==> src/rtl/qtree_client_pkg.sv <==
// Shared types and error-bit indices for the quadtree lookup client.
// Struct field widths are fixed here, so the client's width parameters must match them.
package qtree_client_pkg;

  localparam int QC_D_WIDTH   = 16;
  localparam int QC_A_WIDTH   = 14;
  localparam int QC_TAG_WIDTH = 4;

  localparam int ERR_ORPHAN       = 0;
  localparam int ERR_KEY_MISMATCH = 1;
  localparam int ERR_TIMEOUT      = 2;

  typedef struct packed {
    logic [QC_TAG_WIDTH-1:0] tag;
    logic [QC_D_WIDTH-1:0]   key;
  } pending_t;

  typedef struct packed {
    logic [QC_TAG_WIDTH-1:0] tag;
    logic                    match;
    logic [QC_A_WIDTH-1:0]   addr;
    logic [QC_D_WIDTH-1:0]   key;
  } result_t;

endpackage

==> src/rtl/qtree_client_fifo.sv <==
// Synchronous show-ahead FIFO: data_o presents the head entry whenever empty_o is low.
// DEPTH must be a power of two so the pointers wrap naturally.
module qtree_client_fifo #(
  parameter int WIDTH = 8,
  parameter int DEPTH = 8,
  localparam int AW = $clog2(DEPTH),
  localparam int CW = AW + 1
) (
  input  logic             clk_i,
  input  logic             rst_n_i,
  input  logic             push_i,
  input  logic [WIDTH-1:0] data_i,
  input  logic             pop_i,
  output logic [WIDTH-1:0] data_o,
  output logic             empty_o,
  output logic [CW-1:0]    count_o
);

  logic [WIDTH-1:0] mem_q [DEPTH];
  logic [AW-1:0]    wr_ptr_q, wr_ptr_d;
  logic [AW-1:0]    rd_ptr_q, rd_ptr_d;
  logic [CW-1:0]    count_q, count_d;
  logic             full;
  logic             do_push;
  logic             do_pop;

  always_comb begin
    full     = (count_q == CW'(DEPTH));
    do_pop   = pop_i && (count_q != '0);
    do_push  = push_i && (!full || do_pop);
    wr_ptr_d = wr_ptr_q + AW'(do_push);
    rd_ptr_d = rd_ptr_q + AW'(do_pop);
    count_d  = count_q + CW'(do_push) - CW'(do_pop);
  end

  always_ff @(posedge clk_i or negedge rst_n_i) begin
    if (!rst_n_i) begin
      wr_ptr_q <= '0;
      rd_ptr_q <= '0;
      count_q  <= '0;
    end else begin
      wr_ptr_q <= wr_ptr_d;
      rd_ptr_q <= rd_ptr_d;
      count_q  <= count_d;
    end
  end

  // Storage needs no reset: nothing is read until the count says an entry is valid.
  always_ff @(posedge clk_i) begin
    if (do_push) mem_q[wr_ptr_q] <= data_i;
  end

  assign data_o  = mem_q[rd_ptr_q];
  assign empty_o = (count_q == '0);
  assign count_o = count_q;

endmodule

==> src/rtl/qtree_lookup_client.sv <==
// Initiator side of the quadtree lookup interface: issues keys, pairs in-order responses with
// their request tags, and buffers results under a credit scheme. Optional macro: QTREE_CLIENT_TIMEOUT_EN.
module qtree_lookup_client
  import qtree_client_pkg::*;
#(
  parameter int D_WIDTH   = QC_D_WIDTH,
  parameter int A_WIDTH   = QC_A_WIDTH,
  parameter int TAG_WIDTH = QC_TAG_WIDTH,
  parameter int DEPTH     = 8
`ifdef QTREE_CLIENT_TIMEOUT_EN
  , parameter int TIMEOUT_CYCLES = 64
`endif
) (
  input  logic                       clk_i,
  input  logic                       rst_n_i,
  input  logic                       req_valid_i,
  output logic                       req_ready_o,
  input  logic [D_WIDTH-1:0]         req_key_i,
  input  logic [TAG_WIDTH-1:0]       req_tag_i,
  output logic                       lookup_en_o,
  output logic [D_WIDTH-1:0]         lookup_data_o,
  input  logic                       lookup_done_i,
  input  logic                       lookup_match_i,
  input  logic [A_WIDTH-1:0]         lookup_addr_i,
  input  logic [D_WIDTH-1:0]         lookup_data_i,
  output logic                       res_valid_o,
  input  logic                       res_ready_i,
  output logic [TAG_WIDTH-1:0]       res_tag_o,
  output logic                       res_match_o,
  output logic [A_WIDTH-1:0]         res_addr_o,
  output logic [D_WIDTH-1:0]         res_key_o,
  output logic [$clog2(DEPTH):0]     inflight_o,
  output logic [2:0]                 err_o
);

  localparam int CW = $clog2(DEPTH) + 1;

  pending_t          pend_in, pend_head;
  result_t           res_in, res_head;
  logic              pend_empty, res_empty;
  logic [CW-1:0]     pend_count, res_count;
  logic [CW-1:0]     inflight_next, res_next;
  logic              accept, done_ok, orphan, res_pop, tmo_hit;

  logic              req_ready_q, req_ready_d;
  logic              lookup_en_q, lookup_en_d;
  logic [D_WIDTH-1:0] lookup_data_q, lookup_data_d;
  logic [2:0]        err_q, err_d;

  // The pending FIFO occupancy is exactly the number of lookups accepted but not yet answered.
  qtree_client_fifo #(.WIDTH($bits(pending_t)), .DEPTH(DEPTH)) u_pend_fifo (
    .clk_i   (clk_i),
    .rst_n_i (rst_n_i),
    .push_i  (accept),
    .data_i  (pend_in),
    .pop_i   (done_ok),
    .data_o  (pend_head),
    .empty_o (pend_empty),
    .count_o (pend_count)
  );

  qtree_client_fifo #(.WIDTH($bits(result_t)), .DEPTH(DEPTH)) u_res_fifo (
    .clk_i   (clk_i),
    .rst_n_i (rst_n_i),
    .push_i  (done_ok),
    .data_i  (res_in),
    .pop_i   (res_pop),
    .data_o  (res_head),
    .empty_o (res_empty),
    .count_o (res_count)
  );

`ifdef QTREE_CLIENT_TIMEOUT_EN
  localparam int TW = $clog2(TIMEOUT_CYCLES + 1);
  logic [TW-1:0] tmo_q, tmo_d;

  always_comb begin
    if (lookup_done_i || pend_count == '0) tmo_d = '0;
    else if (tmo_q != TW'(TIMEOUT_CYCLES)) tmo_d = tmo_q + TW'(1);
    else tmo_d = tmo_q;
    tmo_hit = (tmo_q == TW'(TIMEOUT_CYCLES));
  end

  always_ff @(posedge clk_i or negedge rst_n_i) begin
    if (!rst_n_i) tmo_q <= '0;
    else tmo_q <= tmo_d;
  end
`else
  assign tmo_hit = 1'b0;
`endif

  // Ready is registered from next-state occupancy so it reads 0 during reset and never looks at req_valid_i.
  always_comb begin
    accept        = req_valid_i && req_ready_q;
    done_ok       = lookup_done_i && !pend_empty;
    orphan        = lookup_done_i && pend_empty;
    res_pop       = !res_empty && res_ready_i;
    pend_in       = '{tag: req_tag_i, key: req_key_i};
    res_in        = '{tag: pend_head.tag, match: lookup_match_i,
                      addr: lookup_addr_i, key: pend_head.key};
    inflight_next = pend_count + CW'(accept) - CW'(done_ok);
    res_next      = res_count + CW'(done_ok) - CW'(res_pop);
    req_ready_d   = (inflight_next + res_next) != CW'(DEPTH);
    lookup_en_d   = accept;
    lookup_data_d = accept ? req_key_i : lookup_data_q;
    err_d         = err_q;
    if (orphan) err_d[ERR_ORPHAN] = 1'b1;
    if (done_ok && (lookup_data_i != pend_head.key)) err_d[ERR_KEY_MISMATCH] = 1'b1;
    if (tmo_hit) err_d[ERR_TIMEOUT] = 1'b1;
  end

  always_ff @(posedge clk_i or negedge rst_n_i) begin
    if (!rst_n_i) begin
      req_ready_q   <= 1'b0;
      lookup_en_q   <= 1'b0;
      lookup_data_q <= '0;
      err_q         <= '0;
    end else begin
      req_ready_q   <= req_ready_d;
      lookup_en_q   <= lookup_en_d;
      lookup_data_q <= lookup_data_d;
      err_q         <= err_d;
    end
  end

  // Result fields are masked while empty so stale storage never reaches the outputs.
  assign req_ready_o   = req_ready_q;
  assign lookup_en_o   = lookup_en_q;
  assign lookup_data_o = lookup_data_q;
  assign res_valid_o   = !res_empty;
  assign res_tag_o     = res_empty ? '0 : res_head.tag;
  assign res_match_o   = res_empty ? 1'b0 : res_head.match;
  assign res_addr_o    = res_empty ? '0 : res_head.addr;
  assign res_key_o     = res_empty ? '0 : res_head.key;
  assign inflight_o    = pend_count;
  assign err_o         = err_q;

endmodule

==> config.mk <==
export PLATFORM = sky130hd
export DESIGN_NAME = qtree_lookup_client
export DESIGN_NICKNAME = d
export VERILOG_FILES = /design/src/rtl/qtree_client_pkg.sv /design/src/rtl/qtree_client_fifo.sv /design/src/rtl/qtree_lookup_client.sv
export SDC_FILE = /design/constraint.sdc
export NUM_CORES = 1
export LEC_CHECK = 0
export ABC_AREA = 1
export BUFFER_PORTS_ARGS = -buffer_cell sky130_fd_sc_hd__buf_2
export CORE_ASPECT_RATIO = 2
export CORE_MARGIN = 1
export CORE_UTILIZATION = 25
export CTS_BUF_LIST = sky130_fd_sc_hd__clkbuf_4 sky130_fd_sc_hd__clkbuf_8 sky130_fd_sc_hd__clkbuf_16
export CTS_CLUSTER_DIAMETER = 200
export CTS_CLUSTER_SIZE = 14
export DETAILED_ROUTE_END_ITERATION = 8
export GPL_ROUTABILITY_DRIVEN = 1
export MAX_ROUTING_LAYER = met4
export PLACE_DENSITY = 0.46
export SYNTH_ARGS = -nofsm -noshare
export SYNTH_HDL_FRONTEND = slang
export SYNTH_SLANG_ARGS = --single-unit
==> constraint.sdc <==
create_clock -name clk_i -period 10.4 [get_ports clk_i]
set_input_delay 0.52 -clock clk_i [delete_from_list [all_inputs] [get_ports clk_i]]
set_output_delay 0.52 -clock clk_i [all_outputs]
set_load 0.1 [all_outputs]
# Word-level counts from Yosys, hierarchy flattened
# Memories as Yosys holds them, arrays and structs flattened.
# Cells that the tools add are included.
[totals] ram_bits=440 memories=2 out_inout_bits=61 register_bits=40 in_bits=56
[classes] n_mux=8 n_addsub=13 eq_ne=4 reduce_logical=19
[mem_list] memory="u_res_fifo.mem_q" words=8 width=35 read_ports=1 rd_ports_with_merged_regs=0 write_ports=1 line="qtree_client_fifo.sv:19" source="logic [WIDTH-1:0] mem_q [DEPTH];"
[mem_list] memory="u_pend_fifo.mem_q" words=8 width=20 read_ports=1 rd_ports_with_merged_regs=0 write_ports=1 line="qtree_client_fifo.sv:19"
[ops] cell="$add 4x1->4" count=4
[ops] cell="$mux 16" count=1
[ops] cell="$ne 16x16->1" count=1
[ops] cell="$sub 4x1->4" count=4
[ops] cell="$mux 14" count=1
[ops] cell="$add 3x1->3" count=4
[ops] cell="$logic_and 1x1->1" count=9
[ops] cell="$eq 4x4->1 const B" count=2
[ops] cell="$logic_not 4->1" count=2
[ops] cell="$reduce_bool 4->1" count=2
[ops] cell="$mux 1" count=5
[ops] cell="$add 4x4->4" count=1
[ops] cell="$logic_not 1->1" count=4
[ops] cell="$mux 4" count=1
[ops] cell="$ne 4x4->1 const B" count=1
[ops] cell="$logic_or 1x1->1" count=2

# Depth between registers and ports, before layout
[logic_depth] depth_word=8 ltp_mapped=16

# Modules after synthesis
# From an unflattened synthesis, not the netlist that was laid out.
[unflattened] cells_unflattened=2310 hier_area_um2=22925.7
[modules_own_cells] module="qtree_client_fifo (u_res_fifo)" seq_area_each_um2=8658.3 area_each_um2=13759.4 cells_each=1276 instances=1
[modules_own_cells] module="qtree_client_fifo (u_pend_fifo)" seq_area_each_um2=5054.8 area_each_um2=7549.7 cells_each=758 instances=1
[modules_own_cells] module="qtree_lookup_client" seq_area_each_um2=500.5 area_each_um2=1616.6 cells_each=276 instances=1

# Least setup slack after synthesis
# No wires, ideal clock.
[synth_path] path_kind="reg2out" from="register u_res_fifo.count_q[3], in the netlist u_res_fifo.count_o[3]" to="output res_key_o[10]" slack_ps=6325 n_path_buf=1 stages_incl_launch_ff=7 t_arrival_ps=3555 required_time_ps=9880 path_cell_list="dfrtp_1 -> inv_1 -> ha_1 -> nand2_1 -> clkbuf_1 -> o21ai_0 -> a31oi_1"
[synth_via] elab_chain_len=2
[synth_rtl] item="start, declared" line="qtree_client_fifo.sv:22" source="logic [CW-1:0] count_q, count_d;"
[synth_rtl] item="start signal, assigned" line="qtree_client_fifo.sv:44" source="count_q <= count_d;"
[synth_rtl] item="$logic_not 4->1" line="qtree_client_fifo.sv:54" source="assign empty_o = (count_q == '0);"
[synth_rtl] item="$mux 16" line="qtree_lookup_client.sv:134" source="assign res_key_o = res_empty ? '0 : res_head.key;"
[synth_rtl] item="end, declared" line="qtree_lookup_client.sv:31" source="output logic [D_WIDTH-1:0] res_key_o,"
# No other way between the ends.

# Worst setup path after layout
[layout_path] from="register u_res_fifo.rd_ptr_q[0]" to="output res_key_o[15]"
[layout_via] elab_chain_len=2
[layout_rtl] item="start, declared" line="qtree_client_fifo.sv:21" source="logic [AW-1:0] rd_ptr_q, rd_ptr_d;"
[layout_rtl] item="start signal, assigned" line="qtree_client_fifo.sv:43" source="rd_ptr_q <= rd_ptr_d;"
[layout_rtl] item="$mem_v2 8x35"
[layout_rtl] item="$mux 16" line="qtree_lookup_client.sv:134"
# No other way between the ends.

==> flow_summary.toml <==
[run_status]
outcome = "complete, no violations"

[finish]
nFillCells = 7925
final_cell_mix = "edfxtp_1, nand2_1, nor2_1, o21ai_0, inv_1"
drive_above_1_share_pct = 12.7
layout.nets = 1850
areaGrowthSynthToFinish_pct = 14.9
mostFrequentLayoutCell = "edfxtp_1"

[floorplanning]
pin_count = 117
die_x_um = 201
rows = 145
fp.coreArea_sq_mm = 0.0782
fp.dieH_um = 400
die_area_sq_mm = 0.0803
initial_core_util_pct = 25.3

[clock_tree]
clock_latency_ns = 0.56
postCtsHoldBufs = 0
cts_made_buffers = 40
h-tree-depth = 2
cts_tree = "yes"
cts_setup_buffers = 0
cts_buffer_depth = 3
clock_sinks = 480
cts_resized = 0
root_buffer = "clkbuf_16"
clk_pin_slew_worst_paths_ns = 0.07

[detailed_routing]
drt-wirelength-per-cell_um = 18.2
ant_nets = 0
wl_met2_mm = 26.9
met1_length_mm = 21.3
drtIter0Drc = 642
dr.pass1.iters = 6
post_drt_via_cell_ratio = 4.36
wl_mm = 51.2
wl_met3_mm = 1.81
vias = 12300
dr.max_layer_used = "met4"
drc = 0

[critical_path]
cp-start-kind = "register"
cp_max_fo = 92
crit_arrival_ns = 3.79
critPathKind = "register to output port"
r2r-start = "u_res_fifo.count_o[3]$_DFF_PN0_"
required_ns = 9.88
crit_path_start = "u_res_fifo.rd_ptr_q[0]$_DFF_PN0_"
end_kind = "output port"

[place]
detailed_place_hpwl_mm = 29.6
portBuffers = 115
gp_congestion = 0.719

[yosys]
ys_ff_latch = 480
ys_warn_count = 0
syn-num-nets = 1762
synthTopCellsByArea = "edfxtp_1, nor2_1, nand2_1"
synth-seq-area-share_pct = 71.9
yosysTopAreaCell = "edfxtp_1"
avgSynthCellArea_sq_um = 11.8
synth_cells = 1674
synth.distinct_cells = 27
synth_top_area_share_pct = 66.8
netlist_area_sq_mm = 0.0198

[job]
cap_violations = 0

[sta]
finalCritPeriodShare_pct = 41.5
min_period_ns = 4.31
fin_tns_setup_ns = 0
tightest_slew_ns = 1.14
slew_headroom_pct = 23.8
slew_viol_final = 0
setup_viol = 0
worst_clock_skew_ns = 0.0254
rsz0062_at_grt = "false"
hold_violations = 0
max_freq_mhz = 232

[hold_path]
worstHoldPathType = "input port to async pin"

[grt]
first_global_vias = 12600
grt_max_degree = 105
antenna_found_initial = 7
grt_pass1_wl_mm = 77.3
grt_usage_pct = 13.2
gr-total-overflow = 0
[sequential cells by signal, indices dropped and copies added, names as in the netlist]
| name | flops |
|---|---|
| err_o | 2 |
| lookup_data_o | 16 |
| lookup_en_o | 1 |
| req_ready_o | 1 |
| u_pend_fifo.count_o | 4 |
| u_pend_fifo.mem_q | 160 |
| u_pend_fifo.rd_ptr_q | 3 |
| u_pend_fifo.wr_ptr_q | 3 |
| u_res_fifo.count_o | 4 |
| u_res_fifo.mem_q | 280 |
| u_res_fifo.rd_ptr_q | 3 |
| u_res_fifo.wr_ptr_q | 3 |
[kinds of logic (layout without fill, tap and decap cells)]
kind of cell    count (synthesis)  in the layout  synth area share [%]
simple gates                  660            660                  13.2
buf+inv                       210            323                  4.55
fa+ha+maj                      32             32                  2.21
xor+xnor                       13             13                 0.576
other cells                     1              5                0.0190
flops                         480            480                  71.9
compound gates                278            278                  7.56
[stage by stage]
stage / hold slack, ns / cell area [sq um] / instances / setup slack, ns / util [%]
CTS: 0.0644 / 22700 / 2816 / 5.88 / 29.0
global route: 0.100 / 22700 / 2820 / 5.74 / 29.1
finish: 0.0591 / 22700 / 2820 / 6.09 / 29.1
floorplan: 0.224 / 19800 / 1674 / 6.33 / -
global placement: 0.454 / 21500 / 2749 / 6.12 / 27.5
detailed placement: 0.458 / 21500 / 2749 / 6.11 / 27.5
[Yosys cell counts]
master / count
clkinv_1: 3
clkbuf_1: 42
o22ai_1: 39
nor3_1: 1
fa_1: 5
xnor2_1: 6
buf_2: 28
dfrtp_1: 40
a21oi_1: 2
nand3b_1: 15
o21ai_0: 183
ha_1: 27
edfxtp_1: 440
o21ai_1: 12
nand3_1: 64
a31o_2: 1
buf_6: 8
inv_1: 116
xor2_1: 7
buf_4: 4
inv_2: 2
nor2_1: 295
nand2_1: 285
inv_4: 1
a31oi_1: 41
conb_1: 1
buf_1: 6
[layout make-up]
cell class              instances  area (sq um)  area share, %
diodes                          4          10.0         0.0441
clock inverters                 4          60.1          0.264
clock buffers                  63          1170           5.17
multi-input cells             984          4790           21.1
flip-flops and latches        480         14200           62.6
well taps                    1029          1290           5.67
inverters                     122           463           2.04
repair buffers                134           718           3.16
[worst paths after layout]
check | to | slack (ns) | depth (start not counted)
worst max-delay path | res_key_o[15] | 6.09 | 7
worst min-delay path | u_res_fifo.count_o[1]$_DFF_PN0_ | 0.06 | 2
worst max register to register | req_ready_o$_DFF_PN0_ | 6.16 | 14
worst min register to register | err_o[1]$_DFFE_PN0P_ | 0.47 | 2
max in group asynchronous | u_res_fifo.rd_ptr_q[0]$_DFF_PN0_ | 9.86 | 2
min in group clk_i | u_pend_fifo.mem_q[5][19]$_DFFE_PP_ | 0.23 | 1
[routing by layer]
metal | vias to the layer above | global-route usage, %
met4 | 0 | 4.29
met5 | - | -
met2 | 253 | 23.9
met1 | 6002 | 14.8
met3 | 86 | 1.73
li1 | 5950 | -
[worst max-delay path, cell delays in order (launching register included)]
cell and delay (ns):
dfrtp_4 0.66, inv_4 0.43, buf_4 0.77, o21ai_0 0.16, o22ai_1 0.13, o21ai_0 0.09
a31oi_1 0.45, buf_2 0.53
Power is left out: the tool's default activity adds up to more than one toggle a clock period on the data nets, which glitch-free logic cannot reach.
